File: src/rtl/mips_multicycle_ctrl.sv
// Multicycle MIPS control unit: a Moore main FSM that sequences lw/sw/R-type/beq/addi/j,
// plus the combinational ALU decoder. pcen is the only output with a combinational path from zero.
module mips_multicycle_ctrl #(
  parameter logic [5:0] OP_RTYPE = 6'b000000,
  parameter logic [5:0] OP_LW    = 6'b100011,
  parameter logic [5:0] OP_SW    = 6'b101011,
  parameter logic [5:0] OP_BEQ   = 6'b000100,
  parameter logic [5:0] OP_ADDI  = 6'b001000,
  parameter logic [5:0] OP_J     = 6'b000010
) (
  input  logic       clk,
  input  logic       reset,
  input  logic [5:0] op,
  input  logic [5:0] funct,
  input  logic       zero,
  output logic [2:0] alucontrol,
  output logic       alusrca,
  output logic [1:0] alusrcb,
  output logic       iord,
  output logic       irwrite,
  output logic       memwrite,
  output logic       regdst,
  output logic       memtoreg,
  output logic       regwrite,
  output logic [1:0] pcsrc,
  output logic       pcen,
  output logic [3:0] state
);

  typedef enum logic [3:0] {
    FETCH    = 4'd0,
    DECODE   = 4'd1,
    MEMADR   = 4'd2,
    MEMRD    = 4'd3,
    MEMWB    = 4'd4,
    MEMWR    = 4'd5,
    EXECUTE  = 4'd6,
    ALUWB    = 4'd7,
    BRANCH   = 4'd8,
    ADDIEXEC = 4'd9,
    ADDIWB   = 4'd10,
    JUMP     = 4'd11
  } state_t;

  typedef struct packed {
    logic       alusrca;
    logic [1:0] alusrcb;
    logic       iord;
    logic       irwrite;
    logic       memwrite;
    logic       regdst;
    logic       memtoreg;
    logic       regwrite;
    logic [1:0] pcsrc;
    logic       pcwrite;
    logic       branch;
    logic [1:0] aluop;
  } ctrl_t;

  function automatic ctrl_t ctrlFor(input state_t s);
    ctrl_t c;
    c = '0;
    case (s)
      FETCH: begin
        c.alusrcb = 2'b01;
        c.irwrite = 1'b1;
        c.pcwrite = 1'b1;
      end
      DECODE:  c.alusrcb = 2'b11;
      MEMADR: begin
        c.alusrca = 1'b1;
        c.alusrcb = 2'b10;
      end
      MEMRD:   c.iord = 1'b1;
      MEMWB: begin
        c.memtoreg = 1'b1;
        c.regwrite = 1'b1;
      end
      MEMWR: begin
        c.iord     = 1'b1;
        c.memwrite = 1'b1;
      end
      EXECUTE: begin
        c.alusrca = 1'b1;
        c.aluop   = 2'b10;
      end
      ALUWB: begin
        c.regdst   = 1'b1;
        c.regwrite = 1'b1;
      end
      BRANCH: begin
        c.alusrca = 1'b1;
        c.aluop   = 2'b01;
        c.pcsrc   = 2'b01;
        c.branch  = 1'b1;
      end
      ADDIEXEC: begin
        c.alusrca = 1'b1;
        c.alusrcb = 2'b10;
      end
      ADDIWB:  c.regwrite = 1'b1;
      JUMP: begin
        c.pcsrc   = 2'b10;
        c.pcwrite = 1'b1;
      end
      default: c = '0;
    endcase
    return c;
  endfunction

  function automatic state_t nextFor(input state_t s, input logic [5:0] o);
    state_t n;
    n = FETCH;
    case (s)
      FETCH: n = DECODE;
      DECODE: begin
        case (o)
          OP_LW, OP_SW: n = MEMADR;
          OP_RTYPE:     n = EXECUTE;
          OP_BEQ:       n = BRANCH;
          OP_ADDI:      n = ADDIEXEC;
          OP_J:         n = JUMP;
          default:      n = FETCH;
        endcase
      end
      MEMADR:   n = (o == OP_LW) ? MEMRD : MEMWR;
      MEMRD:    n = MEMWB;
      EXECUTE:  n = ALUWB;
      ADDIEXEC: n = ADDIWB;
      default:  n = FETCH;
    endcase
    return n;
  endfunction

  state_t state_q, state_d;
  ctrl_t  ctrl_q;

  always_comb begin
    state_d = nextFor(state_q, op);
  end

  // Outputs are registered from the next state, so they line up with state_q without decode delay.
  always_ff @(posedge clk or posedge reset) begin
    if (reset) begin
      state_q <= FETCH;
      ctrl_q  <= ctrlFor(FETCH);
    end else begin
      state_q <= state_d;
      ctrl_q  <= ctrlFor(state_d);
    end
  end

  always_comb begin
    alucontrol = 3'b010;
    case (ctrl_q.aluop)
      2'b00: alucontrol = 3'b010;
      2'b01: alucontrol = 3'b110;
      default: begin
        case (funct)
          6'b100000: alucontrol = 3'b010;
          6'b100010: alucontrol = 3'b110;
          6'b100100: alucontrol = 3'b000;
          6'b100101: alucontrol = 3'b001;
          6'b101010: alucontrol = 3'b111;
          default:   alucontrol = 3'b010;
        endcase
      end
    endcase
  end

  // Write enables are gated by reset so an asserted reset silences them immediately.
  assign alusrca  = ctrl_q.alusrca;
  assign alusrcb  = ctrl_q.alusrcb;
  assign iord     = ctrl_q.iord;
  assign regdst   = ctrl_q.regdst;
  assign memtoreg = ctrl_q.memtoreg;
  assign pcsrc    = ctrl_q.pcsrc;
  assign irwrite  = ctrl_q.irwrite  & ~reset;
  assign memwrite = ctrl_q.memwrite & ~reset;
  assign regwrite = ctrl_q.regwrite & ~reset;
  assign pcen     = (ctrl_q.pcwrite | (ctrl_q.branch & zero)) & ~reset;
  assign state    = state_q;

endmodule

File: config.mk
export PLATFORM = sky130hd
export DESIGN_NAME = mips_multicycle_ctrl
export DESIGN_NICKNAME = d
export VERILOG_FILES = /design/src/rtl/mips_multicycle_ctrl.sv
export SDC_FILE = /design/constraint.sdc
export NUM_CORES = 1
export LEC_CHECK = 0
export ABC_AREA = 1
export BUFFER_PORTS_ARGS = -buffer_cell sky130_fd_sc_hd__clkbuf_2
export CAP_MARGIN = 25
export CORE_UTILIZATION = 48
export DETAILED_ROUTE_END_ITERATION = 10
export GPL_TIMING_DRIVEN = 0
export PLACE_DENSITY = 0.79
export SLEW_MARGIN = 10
export SYNTH_ARGS = -nofsm -noshare
export SYNTH_HDL_FRONTEND = slang
export SYNTH_SLANG_ARGS = --single-unit
File: constraint.sdc
create_clock -name clk -period 1.7 [get_ports clk]
set_input_delay 0.085 -clock clk [delete_from_list [all_inputs] [get_ports clk]]
set_output_delay 0.085 -clock clk [all_outputs]
set_load 0.005 [all_outputs]
==> flow_metrics.py <==
metrics = {
    "cts": {
        "cts_tree": "done",
        "h-tree-depth": 1,
        "cts-root-buf": "clkbuf_4",
        "clock_sinks": 17,
        "path_clk_slew_ns": 0.09,
        "clock_latency_ns": 0.29,
        "max-clock-path-buffers": 2,
        "cts_made_buffers": 3,
    },
    "global_route": {
        "grt_pass1_wl_um": 2950,
        "antenna_found_initial": 0,
        "grtUsageTotal_pct": 19.2,
        "grt-ovfl-total": 0,
        "grt_max_degree": 18,
        "grt_pass1_vias": 776,
    },
    "route": {
        "wl_per_cell_um": 10.1,
        "dr.pass1.iters": 4,
        "via_count": 853,
        "antenna_left": 0,
        "avgViaCountPerCell": 4.56,
        "post-route-drc-count": 0,
        "wl_um": 1890,
        "dr.first_iter.drc_count": 14,
    },
    "timing": {
        "slew_viol_final": 0,
        "worstMarginPinSlew_ns": 0.605,
        "period_minus_slack_ns": 1.46,
        "fin_skew_ns": 0.00152,
        "slew-limit-headroom_pct": 59.6,
        "post-route-period-util_pct": 86.1,
        "finalSetupViolCount": 0,
        "hold_viol_final": 0,
        "rsz0062_at_grt": "false",
        "fmax_ghz": 0.683,
        "fin_setup_tns_ns": 0,
    },
    "critical_path": {
        "crit_start": "ctrl_q[1]",
        "worst-r2r-cell-count": 8,
        "start_kind": "flop",
        "criticalPathCategory": "flop to primary output",
        "reg2reg_to": "alusrcb[1]",
        "path_max_fanout": 3,
        "r2r_slack_ns": 0.32,
        "arrival_ns": 1.38,
        "crit_path_end_kind": "primary output",
        "cp-endpoint": "alucontrol[0]",
        "critical_path.reg2reg.startpoint": "state[1]",
        "worstPathRequired_ns": 1.62,
    },
    "placed_design": {
        "hpwl_um": 1570,
        "post_dp_cell_area_sq_mm": 0.00117,
        "place.port_buffers": 33,
        "gp_congestion": 0.808,
        "dp.cells": 182,
    },
    "die": {
        "die_area_sq_mm": 0.00221,
        "rows": 15,
        "start_util_pct": 53.9,
        "die_h_um": 47.0,
        "ios": 34,
        "core_area_sq_mm": 0.00180,
        "die_w_um": 47.0,
    },
    "synth": {
        "ys_ff_latch": 17,
        "syn-num-nets": 139,
        "synth-main-ff-cell": "dfrtp_1",
        "synthesis.area_sq_um": 971,
        "synth.avg_cell_area_sq_um": 7.83,
        "async_reset_ff_share_pct": 100,
        "yosysUniqueCellTypes": 19,
        "synthCells": 124,
        "synth_edf_count": 0,
        "synth_warnings": 0,
        "synth-seq-area-share_pct": 44.2,
    },
    "layout": {
        "layout_common_cells": "clkbuf_2 (33), inv_1 (27), nand2_1 (19)",
        "fin_nets": 178,
        "layout_commonest_cell": "clkbuf_2",
        "diodes": 0,
        "stdcell_area_sq_mm": 0.00120,
        "drive_gt1_share_pct": 41.4,
        "synthToLayoutAreaGrowth_pct": 24.0,
        "fin_cells": 187,
        "fin_util_pct": 66.8,
    },
    "power_and_ir_drop": {
        "pwr-share-seq_pct": 45.3,
        "swShare_pct": 35.3,
        "p_sw_w": 0.000432,
        "combPwrFrac_pct": 36.8,
        "peakVddDrop_mv": 0.647,
        "p_leak_nw": 0.758,
        "power_frac_clock_pct": 17.8,
        "powerDensity_mw_per_mm2": 1020,
        "power.internal_w": 0.000791,
    },
    "hold_path": {
        "hold_start": "op[3]",
        "worstHoldPathType": "primary input to flop",
    },
    "run_status": {
        "status": "completed",
    },
    "flow_run": {
        "maxCapViolCount": 0,
    },
}
cell type report:
cell class	instances	area, sq um
buffer	4	30.0
clock buffer	4	26.3
fill	162	598
inverter	31	116
multi-input combinational	72	395
sequential	17	429
tap	25	31.3
timing repair buffer	34	175
worst min-delay path by stage:
stage                end  slack, ns  cells past startpoint
6_report       ctrl_q[2]       0.12                      4
5_1_grt        ctrl_q[2]       0.13                      4
2_1_floorplan    alusrca      0.009                      1
3_5_place_dp   ctrl_q[9]       0.22                      2
3_3_place_gp   ctrl_q[9]       0.20                      2
4_1_cts        ctrl_q[2]       0.12                      4
registers in the layout (all words and copies together) (netlist names):
name      flops
ctrl_q        6
regdst        1
pcsrc         1
state         4
alusrca       1
memtoreg      1
alusrcb       2
iord          1
cells in the mapped netlist, types with 2 or more instances:
| cell type | n | area share, % |
|---|---|---|
| inv_1 | 27 | 10 |
| nand2_1 | 19 | 7.3 |
| nor2_1 | 15 | 5.8 |
| dfrtp_1 | 14 | 36 |
| nand2_2 | 8 | 5.2 |
| nand3_1 | 7 | 3.6 |
| buf_4 | 4 | 3.1 |
| inv_2 | 4 | 1.5 |
| nor2_2 | 4 | 2.6 |
| o21ai_0 | 4 | 2.1 |
| dfstp_2 | 3 | 8.1 |
| nand4_1 | 3 | 1.9 |
| nor2_4 | 3 | 3.5 |
| nor3_1 | 3 | 1.5 |
| nand3_2 | 2 | 2.1 |
kinds of logic after synthesis:
family / share of synthesized area [%]
and+or+nand+nor: 38.1
AOI/OAI and AO/OA: 2.58
DFF: 44.2
buffers and inverters: 15.1
power by group through the flow:
stage	combinational (W)	clock [W]	sequential, W
after global placement	0.000439	0	0.000560
final	0.000451	0.000218	0.000555
after global routing	0.000514	0.000234	0.000564
after detailed placement	0.000454	0	0.000563
after floorplan	0.000314	0	0.000560
after CTS	0.000457	0.000221	0.000555
metal layers:
metal / routed length, um / vias to the layer above / track usage (%) / part of all wire, %
li1: - / 443 / - / -
met1: 757 / 377 / 19.7 / 40
met2: 1010 / 28 / 38.6 / 53
met3: 93 / 5 / 2.69 / 4.9
met4: 31 / 0 / 6.86 / 1.6
met5: 0 / - / 0 / 0
metrics by stage:
step	hold slack [ns]	power (W)	worst slack, ns
2_1_floorplan	0.00888	0.000874	0.455
3_3_place_gp	0.198	0.000999	0.374
3_5_place_dp	0.219	0.00102	0.339
4_1_cts	0.125	0.00123	0.244
5_1_grt	0.134	0.00131	0.111
6_report	0.122	0.00122	0.236
critical path: stages (launching register included):
cell      delay [ns]
dfrtp_1         0.37
inv_1           0.06
nor3_1          0.15
nand4_1         0.13
o21ai_0         0.22
clkbuf_2        0.15
repair_timing:
item / in CTS / in global routing
hold endpoints to repair: 14 / 0
resized for setup: 0 / 0
hold buffers: 1 / 0
endpoints found under the setup margin: 0 / 0
buffers inserted: 0 / 0
No activity file was read; power rests on OpenSTA's default activity.
